File: src/rtl/mips_ctrl_pkg.sv
// Shared encodings for the multicycle MIPS control unit: opcodes, ALU codes,
// datapath mux selects and the controller state type.
package mips_ctrl_pkg;

    localparam logic [5:0] R_TYPE = 6'h00;
    localparam logic [5:0] J      = 6'h02;
    localparam logic [5:0] JAL    = 6'h03;
    localparam logic [5:0] BEQ    = 6'h04;
    localparam logic [5:0] BNE    = 6'h05;
    localparam logic [5:0] ADDI   = 6'h08;
    localparam logic [5:0] ANDI   = 6'h0c;
    localparam logic [5:0] ORI    = 6'h0d;
    localparam logic [5:0] LUI    = 6'h0f;
    localparam logic [5:0] LW     = 6'h23;
    localparam logic [5:0] SW     = 6'h2b;

    localparam logic [3:0] ALU_RTYPE = 4'd0;
    localparam logic [3:0] ALU_ADD   = 4'd1;
    localparam logic [3:0] ALU_OR    = 4'd2;
    localparam logic [3:0] ALU_LUI   = 4'd3;
    localparam logic [3:0] ALU_AND   = 4'd4;
    localparam logic [3:0] ALU_SUBEQ = 4'd5;
    localparam logic [3:0] ALU_SUBNE = 4'd6;

    localparam logic [1:0] SRCB_RT     = 2'b00;
    localparam logic [1:0] SRCB_FOUR   = 2'b01;
    localparam logic [1:0] SRCB_IMM    = 2'b10;
    localparam logic [1:0] SRCB_IMM_SH2 = 2'b11;

    localparam logic [1:0] PCSRC_ALU    = 2'b00;
    localparam logic [1:0] PCSRC_ALUOUT = 2'b01;
    localparam logic [1:0] PCSRC_JUMP   = 2'b10;

    typedef enum logic [3:0] {
        ST_FETCH, ST_DECODE, ST_EXEC_R, ST_EXEC_I, ST_ALU_WB, ST_MEM_ADDR,
        ST_MEM_READ, ST_MEM_WB, ST_MEM_WRITE, ST_BRANCH, ST_JUMP, ST_JAL, ST_TRAP
    } stateT;

    // States that hold a memory access open until mem_ready.
    function automatic logic isWaitState(input stateT s);
        return s inside {ST_FETCH, ST_MEM_READ, ST_MEM_WRITE};
    endfunction

    function automatic logic [3:0] iTypeAluCode(input logic [5:0] opcode);
        case (opcode)
            ORI:     return ALU_OR;
            LUI:     return ALU_LUI;
            ANDI:    return ALU_AND;
            default: return ALU_ADD;
        endcase
    endfunction

endpackage

File: src/rtl/mem_wait_timer.sv
// Counts consecutive cycles spent waiting on memory; flags the cycle on which
// the wait would reach MEM_TIMEOUT.
module mem_wait_timer #(
    parameter int MEM_TIMEOUT = 15
) (
    input  logic clk,
    input  logic reset,
    input  logic clear,
    input  logic waiting,
    output logic timeout
);

    logic [7:0] waitCount;

    // NOTE: state is updated with non-blocking assignments so every flop samples pre-edge values.
    always_ff @(posedge clk) begin
        if (!reset) begin
            waitCount <= '0;
        end else if (clear) begin
            waitCount <= '0;
        end else if (waiting) begin
            waitCount <= waitCount + 8'd1;
        end
    end

    assign timeout = waiting && (waitCount == 8'(MEM_TIMEOUT - 1));

endmodule

File: src/rtl/multicycle_control.sv
// Multicycle MIPS control FSM with memory handshake stall and trap states.
// Optional MULTICYCLE_JAL_EN adds the JAL state and the link output.
module multicycle_control
    import mips_ctrl_pkg::*;
#(
    parameter int ALUOP_W     = 4,
    parameter int MEM_TIMEOUT = 15
) (
    input  logic               clk,
    input  logic               reset,
    input  logic [5:0]         op,
    input  logic               mem_ready,
    output logic               pc_write,
    output logic               pc_write_eq,
    output logic               pc_write_ne,
    output logic               i_or_d,
    output logic               mem_read,
    output logic               mem_write,
    output logic               ir_write,
    output logic               mem_to_reg,
    output logic               reg_dst,
    output logic               reg_write,
    output logic               alu_src_a,
    output logic [1:0]         alu_src_b,
    output logic [1:0]         pc_source,
    output logic [ALUOP_W-1:0] alu_op,
`ifdef MULTICYCLE_JAL_EN
    output logic               link,
`endif
    output logic               illegal_op,
    output logic               bus_error
);

    stateT      state, stateNext;
    logic       regDstQ, regDstNext;
    logic       illegalQ, busErrQ;
    logic       setIllegal, setBusErr;
    logic [3:0] aluCode;
    logic       memWaiting, timeout;

    assign memWaiting = isWaitState(state) && !mem_ready;

    mem_wait_timer #(.MEM_TIMEOUT(MEM_TIMEOUT)) uTimer (
        .clk     (clk),
        .reset   (reset),
        .clear   (stateNext != state),
        .waiting (memWaiting),
        .timeout (timeout)
    );

    always_ff @(posedge clk) begin
        if (!reset) begin
            state    <= ST_FETCH;
            regDstQ  <= 1'b0;
            illegalQ <= 1'b0;
            busErrQ  <= 1'b0;
        end else begin
            state    <= stateNext;
            regDstQ  <= regDstNext;
            illegalQ <= illegalQ | setIllegal;
            busErrQ  <= busErrQ | setBusErr;
        end
    end

    // NOTE: every signal gets a default before the case so no path leaves one unassigned (no latches).
    always_comb begin
        stateNext   = state;
        regDstNext  = regDstQ;
        setIllegal  = 1'b0;
        setBusErr   = 1'b0;
        pc_write    = 1'b0;
        pc_write_eq = 1'b0;
        pc_write_ne = 1'b0;
        i_or_d      = 1'b0;
        mem_read    = 1'b0;
        mem_write   = 1'b0;
        ir_write    = 1'b0;
        mem_to_reg  = 1'b0;
        reg_dst     = 1'b0;
        reg_write   = 1'b0;
        alu_src_a   = 1'b0;
        alu_src_b   = SRCB_RT;
        pc_source   = PCSRC_ALU;
        aluCode     = ALU_RTYPE;
`ifdef MULTICYCLE_JAL_EN
        link        = 1'b0;
`endif
        // Holding reset low silences every strobe, whatever the state register holds.
        if (reset) begin
            case (state)
                ST_FETCH: begin
                    mem_read = 1'b1;
                    if (mem_ready) begin
                        ir_write  = 1'b1;
                        pc_write  = 1'b1;
                        alu_src_b = SRCB_FOUR;
                        aluCode   = ALU_ADD;
                        stateNext = ST_DECODE;
                    end else if (timeout) begin
                        stateNext = ST_TRAP;
                        setBusErr = 1'b1;
                    end
                end
                ST_DECODE: begin
                    alu_src_b = SRCB_IMM_SH2;
                    aluCode   = ALU_ADD;
                    case (op)
                        R_TYPE:                stateNext = ST_EXEC_R;
                        ADDI, ORI, LUI, ANDI:  stateNext = ST_EXEC_I;
                        LW, SW:                stateNext = ST_MEM_ADDR;
                        BEQ, BNE:              stateNext = ST_BRANCH;
                        J:                     stateNext = ST_JUMP;
`ifdef MULTICYCLE_JAL_EN
                        JAL:                   stateNext = ST_JAL;
`else
                        JAL: begin
                            stateNext  = ST_TRAP;
                            setIllegal = 1'b1;
                        end
`endif
                        default: begin
                            stateNext  = ST_TRAP;
                            setIllegal = 1'b1;
                        end
                    endcase
                end
                ST_EXEC_R: begin
                    alu_src_a  = 1'b1;
                    regDstNext = 1'b1;
                    stateNext  = ST_ALU_WB;
                end
                ST_EXEC_I: begin
                    alu_src_a  = 1'b1;
                    alu_src_b  = SRCB_IMM;
                    aluCode    = iTypeAluCode(op);
                    regDstNext = 1'b0;
                    stateNext  = ST_ALU_WB;
                end
                ST_ALU_WB: begin
                    reg_write = 1'b1;
                    reg_dst   = regDstQ;
                    stateNext = ST_FETCH;
                end
                ST_MEM_ADDR: begin
                    alu_src_a = 1'b1;
                    alu_src_b = SRCB_IMM;
                    aluCode   = ALU_ADD;
                    stateNext = (op == SW) ? ST_MEM_WRITE : ST_MEM_READ;
                end
                ST_MEM_READ: begin
                    mem_read = 1'b1;
                    i_or_d   = 1'b1;
                    if (mem_ready) begin
                        stateNext = ST_MEM_WB;
                    end else if (timeout) begin
                        stateNext = ST_TRAP;
                        setBusErr = 1'b1;
                    end
                end
                ST_MEM_WB: begin
                    reg_write  = 1'b1;
                    mem_to_reg = 1'b1;
                    stateNext  = ST_FETCH;
                end
                ST_MEM_WRITE: begin
                    mem_write = 1'b1;
                    i_or_d    = 1'b1;
                    if (mem_ready) begin
                        stateNext = ST_FETCH;
                    end else if (timeout) begin
                        stateNext = ST_TRAP;
                        setBusErr = 1'b1;
                    end
                end
                ST_BRANCH: begin
                    alu_src_a = 1'b1;
                    pc_source = PCSRC_ALUOUT;
                    if (op == BNE) begin
                        aluCode     = ALU_SUBNE;
                        pc_write_ne = 1'b1;
                    end else begin
                        aluCode     = ALU_SUBEQ;
                        pc_write_eq = 1'b1;
                    end
                    stateNext = ST_FETCH;
                end
                ST_JUMP: begin
                    pc_write  = 1'b1;
                    pc_source = PCSRC_JUMP;
                    stateNext = ST_FETCH;
                end
`ifdef MULTICYCLE_JAL_EN
                ST_JAL: begin
                    pc_write  = 1'b1;
                    pc_source = PCSRC_JUMP;
                    reg_write = 1'b1;
                    link      = 1'b1;
                    stateNext = ST_FETCH;
                end
`endif
                ST_TRAP:  stateNext = ST_TRAP;
                default:  stateNext = ST_TRAP;
            endcase
        end
    end

    assign alu_op     = ALUOP_W'(aluCode);
    assign illegal_op = reset & illegalQ;
    assign bus_error  = reset & busErrQ;

endmodule

File: config.mk
export PLATFORM = sky130hd
export DESIGN_NAME = multicycle_control
export DESIGN_NICKNAME = d
export VERILOG_FILES = /design/src/rtl/mips_ctrl_pkg.sv /design/src/rtl/mem_wait_timer.sv /design/src/rtl/multicycle_control.sv
export SDC_FILE = /design/constraint.sdc
export NUM_CORES = 1
export LEC_CHECK = 0
export BUFFER_PORTS_ARGS = -buffer_cell sky130_fd_sc_hd__buf_2
export CELL_PAD_IN_SITES_DETAIL_PLACEMENT = 1
export CELL_PAD_IN_SITES_GLOBAL_PLACEMENT = 2
export CORE_AREA = 5 5 74 76
export CTS_CLUSTER_DIAMETER = 50
export CTS_CLUSTER_SIZE = 28
export DETAILED_ROUTE_END_ITERATION = 8
export DIE_AREA = 0 0 79 81
export PLACE_DENSITY_LB_ADDON = 0.12
export SYNTH_ARGS = -nofsm -noshare
export SYNTH_HDL_FRONTEND = slang
export SYNTH_SLANG_ARGS = --single-unit
File: constraint.sdc
create_clock -name clk -period 2.3 [get_ports clk]
set_clock_uncertainty 0.1 [all_clocks]
set_input_delay 0.23 -clock clk [delete_from_list [all_inputs] [get_ports clk]]
set_output_delay 0.23 -clock clk [all_outputs]
set_load 0.005 [all_outputs]
==> reports/metrics.cfg, run 1 <==
[yosys]
synth_xor_area_share_pct=5.10
async_flop_share_pct=0
ys_types=59
netlist_instances=187
synthesis.area_um2=1370
synth_area_leaders=dfxtp_1, nor2_1, nand2_1
synth_top_cell_by_area=dfxtp_1
synthAdderAreaFrac_pct=1.82
synth_common_cells=nor2_1, nand2_1, dfxtp_1, nor3_1, o21ai_0
yosys-mux-area-fraction_pct=0
yosysMostFrequentCell=nor2_1
synth_compound_area_share_pct=26.3
syn_nets=198
yosys.area_share.simple_pct=37.4
synth.avg_cell_area_um2=7.34
ys_seq_elements=15
netlist.area_leader.share_pct=21.9
synth_seq_area_share_pct=21.9
synth_top_family_by_area=simple AND/OR/NAND/NOR gates
synth_edf_count=0
synth_warnings=0
ys.flop_type=dfxtp_1

[grt]
antenna_found_initial=0
grt_pass1_vias=1568
track_usage_pct=14.9
grt_max_degree=16
grt-ovfl-total=0
grt_pass1_wl_um=7730

[die]
die_w_um=79
die_area_um2=6400
pin_count=30
coreArea_um2=4660
die_y_um=81
rows=25
initial_utilization_pct=29.4

[worst_setup_path]
required_ns=2.37
cp.arrival_ns=2.24
path_max_fanout=8
cp-start-kind=flop
reg2reg_to=uTimer.waitCount[1]
worst_r2r_path_depth=6
startpoint=state[0]
timing.rr.start=state[0]
rrSetupSlack_ns=0.12
endpoint=uTimer.waitCount[1]
crit_type=flop to flop
cp-end-kind=flop

[finish]
area_growth_pct=22.6
drive_gt1_share_pct=30.0
fin_nets=235
diodes=0
fin_util_pct=36.1

[pwr]
ir_drop_uv=262
leakage_nw=0.756
power.density_nw_per_um2=444

[routing]
routed_wl_um=4600
drt_iter0_markers=87
wl_per_cell_um=16.6
drc=0
vias=1506
vias_per_cell=5.44
drtAntennaViolNets=0
dr.pass1.iters=4

[worst_hold_path]
hold_path.class=input port to flop

[placement]
dp_hpwl_um=3730
io_buffers=28
place_congestion=0.793
place_ws_ns=0.00117

[sta]
drv_slew=0
fin_crit_ns=2.18
finalSetupTns_ns=0
fmax_ghz=0.460
setup_ws_ns=0.125
rsz0062_at_grt=no
setup_viol=0
finalHoldViolCount=0
finalCritPeriodShare_pct=94.6

[cts]
htreeDepth=1
numClockSinks=15
clk_latency_ns=0.25
cts.path.max_buffers=2
cts_tree=yes
cts_root_buffer=clkbuf_8
cts_buffers=3
clk_pin_slew_ns=0.06
ctsHoldBuffers=0

[flow_run]
maxCapViolations=0

[run_status]
status=complete, no violations

==> flip-flops by register name, indices dropped and copies added, names as in the netlist <==
register and cells:
state 4, regDstQ 1, uTimer.waitCount 8, busErrQ 1, illegalQ 1
==> how the worst min path moves through the flow <==
stage,end,slack [ns],startpoint,cells past startpoint
finish,state[0],0.28,op[4],3
global route,state[0],0.28,op[4],3
CTS,state[0],0.27,op[4],3
detailed placement,illegalQ,0.35,illegalQ,1
global placement,illegalQ,0.34,illegalQ,1
floorplan,state[0],0.31,op[4],2
==> cells by family after synthesis <==
family          count (synthesis)
simple gates                   93
compound gates                 48
buf+inv                        20
flops                          15
xor+xnor                        8
fa+ha+maj                       2
other cells                     1
==> cell usage in the layout, fill, tap and decap left out, types with 2 or more instances in the layout <==
| master | count |
|---|---|
| and2b_1 | 2 |
| o22ai_1 | 2 |
| a211oi_1 | 5 |
| nor4_1 | 2 |
| clkbuf_8 | 3 |
| buf_4 | 17 |
| and3_1 | 5 |
| o211ai_1 | 2 |
| buf_2 | 28 |
| or2_2 | 3 |
| inv_1 | 7 |
| nor3_1 | 8 |
| nand3_1 | 5 |
| dfxtp_1 | 12 |
| xor2_1 | 5 |
| dfxtp_2 | 3 |
| nand4_1 | 3 |
| nor2b_1 | 3 |
| a21oi_1 | 6 |
| o21ai_0 | 8 |
| a21boi_0 | 3 |
| xnor2_1 | 3 |
| ha_1 | 2 |
| o21a_1 | 4 |
| nand2_1 | 18 |
| and2_1 | 6 |
| nor2_1 | 23 |
| nand2b_1 | 3 |
==> layer usage <==
metal | GRT usage [%] | vias to the layer above | routed length (um)
li1 | - | 737 | -
met1 | 18.1 | 732 | 2090
met2 | 27.1 | 28 | 2280
met3 | 1.77 | 9 | 149
met4 | 4.81 | 0 | 84
met5 | 0 | - | 0
==> worst max-delay path, stage by stage, from the launching register on <==
cell,delay [ns]
dfxtp_1,0.34
or2_2,0.35
o211ai_1,0.24
o311ai_1,0.16
nor4_2,0.33
o2111ai_2,0.31
a211oi_2,0.27
==> timing repair <==
item                       4_1_cts  5_1_grt
hold endpoints to repair         0        0
setup buffers                    0        0
gates resized for setup          1        2
setup endpoints to repair        1       12
==> report_power, final <==
part	total, W	internal [W]	switching (W)
registers	0.000294	0.000271	0.0000231
logic	0.000240	0.000108	0.000132
clock network	0.000214	0.000123	0.0000915
==> metrics by stage <==
stage | hold WS [ns] | power [W] | cells | cell area (um^2)
floorplan | 0.309 | 0.000448 | 187 | 1370
global placement | 0.340 | 0.000535 | 273 | 1630
detailed placement | 0.353 | 0.000541 | 273 | 1630
CTS | 0.270 | 0.000761 | 277 | 1680
global route | 0.283 | 0.000799 | 277 | 1680
finish | 0.283 | 0.000748 | 277 | 1680
==> final cells by class <==
cell class / instances / area, um^2
Clock buffer: 4 / 45.0
Multi-Input combinational cell: 152 / 972
Fill cell: 607 / 2980
Inverter: 7 / 26.3
Sequential cell: 15 / 304
Timing Repair Buffer: 45 / 268
Tap cell: 54 / 67.6
(Power assumes the default switching activity.)
==> inputs of run 2 (changes only) <==
- CORE_AREA: 5 5 74 76 -> 5 5 78 80
- DIE_AREA: 0 0 79 81 -> 0 0 83 85
- clock period: 2.3 -> 2 ns (I/O delays scaled with it)
==> reports/metrics.cfg, run 2 (synthesis results as in run 1) <==
[worst_hold_path]
hold_path_depth=3  ; unchanged
min_from=reset  ; was op[4]
holdPathEnd=state[1]  ; was state[0]
hold_path.class=input port to flop  ; unchanged

[finish]
finalNonFillerCells=324  ; was 277
largest_register=uTimer.waitCount  ; unchanged
multi_input_area_um2=1080  ; was 972 um^2
layout_commonest_cell=buf_4  ; was buf_2
seqCellArea_um2=312  ; was 304 um^2
drive_gt1_share_pct=44.0  ; was 30.0%
reg.largest.list=uTimer.waitCount: 8 flops, state: 4 flops  ; unchanged
area_growth_pct=48.4  ; was 22.6%
mostFrequentLayoutCells=buf_4, buf_2, nor2_1  ; was buf_2, nor2_1, nand2_1
fin_util_pct=38.2  ; was 36.1%
largest_reg_flops=8  ; unchanged
fin_nets=264  ; was 235
fill_cells=690  ; was 607
diodes=0  ; unchanged

[sta]
fmax_ghz=0.498  ; was 0.460 GHz
finalHoldViolCount=0  ; unchanged
setup_viol=3  ; was 0
finalCritPeriodShare_pct=100  ; was 94.6%
relSlewSlack_pct=63.2
fin_crit_ns=2.01  ; was 2.18 ns
rsz0062_at_grt=yes  ; was no
worst_pin_slew_ns=0.547
finalSetupTns_ns=-0.0156  ; was 0 ns
hold_ws_ns=0.239  ; was 0.283 ns
setup_ws_ns=-0.00810  ; was 0.125 ns
drv_slew=0  ; unchanged

[pwr]
clockPowerShare_pct=27.1  ; was 28.6%
leakage_nw=0.921  ; was 0.756 nW
power.density_nw_per_um2=463  ; was 444 nW/um^2
internal-power_w=0.000624  ; was 0.000501 W
ir_drop_uv=299  ; was 262 uV
pwr-share-seq_pct=35.2  ; was 39.3%
pwr-share-comb_pct=37.6  ; was 32.1%
netSwitchingFraction_pct=33.8  ; was 33.0%
power.switching_w=0.000319  ; was 0.000247 W

[routing]
routed_wl_um=4870  ; was 4600 um
vias=1596  ; was 1,506
drc=0  ; unchanged
drtAntennaViolNets=0  ; unchanged
wl_met2_um=2570  ; was 2280 um
vias_per_cell=4.93  ; was 5.44
wl_per_cell_um=15.0  ; was 16.6 um
dr.pass1.iters=4  ; unchanged
wl_met1_um=2120  ; was 2090 um
drt_iter0_markers=65  ; was 87
wl_met3_um=132  ; was 149 um
top_layer=met4  ; unchanged

[worst_setup_path]
cp.arrival_ns=2.04  ; was 2.24 ns
cp-start-kind=flop  ; unchanged
cp-end-kind=flop  ; unchanged
rrSetupSlack_ns=-0.008  ; was 0.12 ns
path_max_fanout=8  ; unchanged
reg2reg_to=uTimer.waitCount[7]  ; was uTimer.waitCount[1]
timing.rr.start=uTimer.waitCount[0]  ; was state[0]
worst_r2r_path_depth=8  ; was 6
required_ns=2.04  ; was 2.37 ns
crit_type=flop to flop  ; unchanged

[placement]
io_buffers=28  ; unchanged
dp_cells=318  ; was 273
dp_hpwl_um=4070  ; was 3730 um
place_congestion=0.841  ; was 0.793

[die]
die_w_um=83  ; was 79 um
initial_utilization_pct=25.7  ; was 29.4%
die_y_um=85  ; was 81 um
rows=27  ; was 25
die_area_um2=7060  ; was 6400 um^2
coreArea_um2=5340  ; was 4660 um^2
pin_count=30  ; unchanged

[cts]
cts_root_buffer=clkbuf_8  ; unchanged
numClockSinks=15  ; unchanged
ctsHoldBuffers=0  ; unchanged
cts.path.max_buffers=2  ; unchanged
cts_buffers=3  ; unchanged
clk_latency_ns=0.25  ; about the same
htreeDepth=1  ; unchanged
cts_tree=yes  ; unchanged
clk_pin_slew_ns=0.07  ; was 0.06 ns

[grt]
grt-ovfl-total=0  ; unchanged
antenna_found_initial=0  ; unchanged
grt_max_degree=13  ; was 16
grt_pass1_wl_um=8210  ; was 7730 um
grt_pass1_vias=1757  ; was 1,568
track_usage_pct=13.8  ; was 14.9%

[flow_run]
maxCapViolations=0  ; unchanged

[run_status]
failed_checks=setup timing
status=finished, violations left  ; was complete, no violations

## run 2: metal layers
metal | up-vias | GRT usage [%]
met2 | 24 | 26.8
met1 | 764 | 15.8
met5 | - | 0
met4 | 0 | 3.12
li1 | 803 | -
met3 | 5 | 1.94
## run 2: power by group through the flow
| stage | clock (W) | combinational, W | sequential (W) |
|---|---|---|---|
| 4_1_cts | 0.000261 | 0.000331 | 0.000331 |
| 2_1_floorplan | 0 | 0.000192 | 0.000323 |
| 5_1_grt | 0.000275 | 0.000389 | 0.000335 |
| 3_5_place_dp | 0 | 0.000325 | 0.000337 |
| 6_report | 0.000256 | 0.000355 | 0.000332 |
| 3_3_place_gp | 0 | 0.000319 | 0.000336 |
## run 2: worst max-delay path by stage
stage                     depth (start not counted)           startpoint  slack [ns]                   to
after global routing                              9  uTimer.waitCount[0]       -0.11  uTimer.waitCount[1]
after floorplan                                   8             state[2]        0.04  uTimer.waitCount[1]
final                                             8  uTimer.waitCount[0]      -0.008  uTimer.waitCount[7]
after global placement                            6             state[2]       -0.22  uTimer.waitCount[1]
after CTS                                         6             state[0]        0.01  uTimer.waitCount[1]
after detailed placement                          8             state[2]       -0.16  uTimer.waitCount[5]
## run 2: critical path, stage by stage (launching register included)
cell,delay (ns)
dfxtp_2,0.32
inv_1,0.05
ha_1,0.14
nand4b_1,0.12
or4_4,0.52
o311ai_4,0.27
nor4_4,0.09
o2111ai_4,0.19
nor2_1,0.09
## run 2: cell type report
class,instances,share of cell area (%)
repair buffers,74,23.8
multi-input cells,152,52.9
inverters,7,1.29
flip-flops and latches,15,15.3
well taps,72,4.42
clock buffers,4,2.21
## run 2: what timing repair did
item | in CTS | in global routing
pin swaps | 4 | 16
gates resized for setup | 10 | 19
setup buffers | 0 | 2
setup endpoints to repair | 19 | 16
## run 2: through the flow
stage	power, W	setup WS (ns)	area (um^2)
final	0.000943	-0.00810	2040
after global routing	0.00100	-0.106	2040
after CTS	0.000923	0.0113	1940
after detailed placement	0.000662	-0.165	1860
after global placement	0.000655	-0.217	1860
after floorplan	0.000515	0.0351	1370
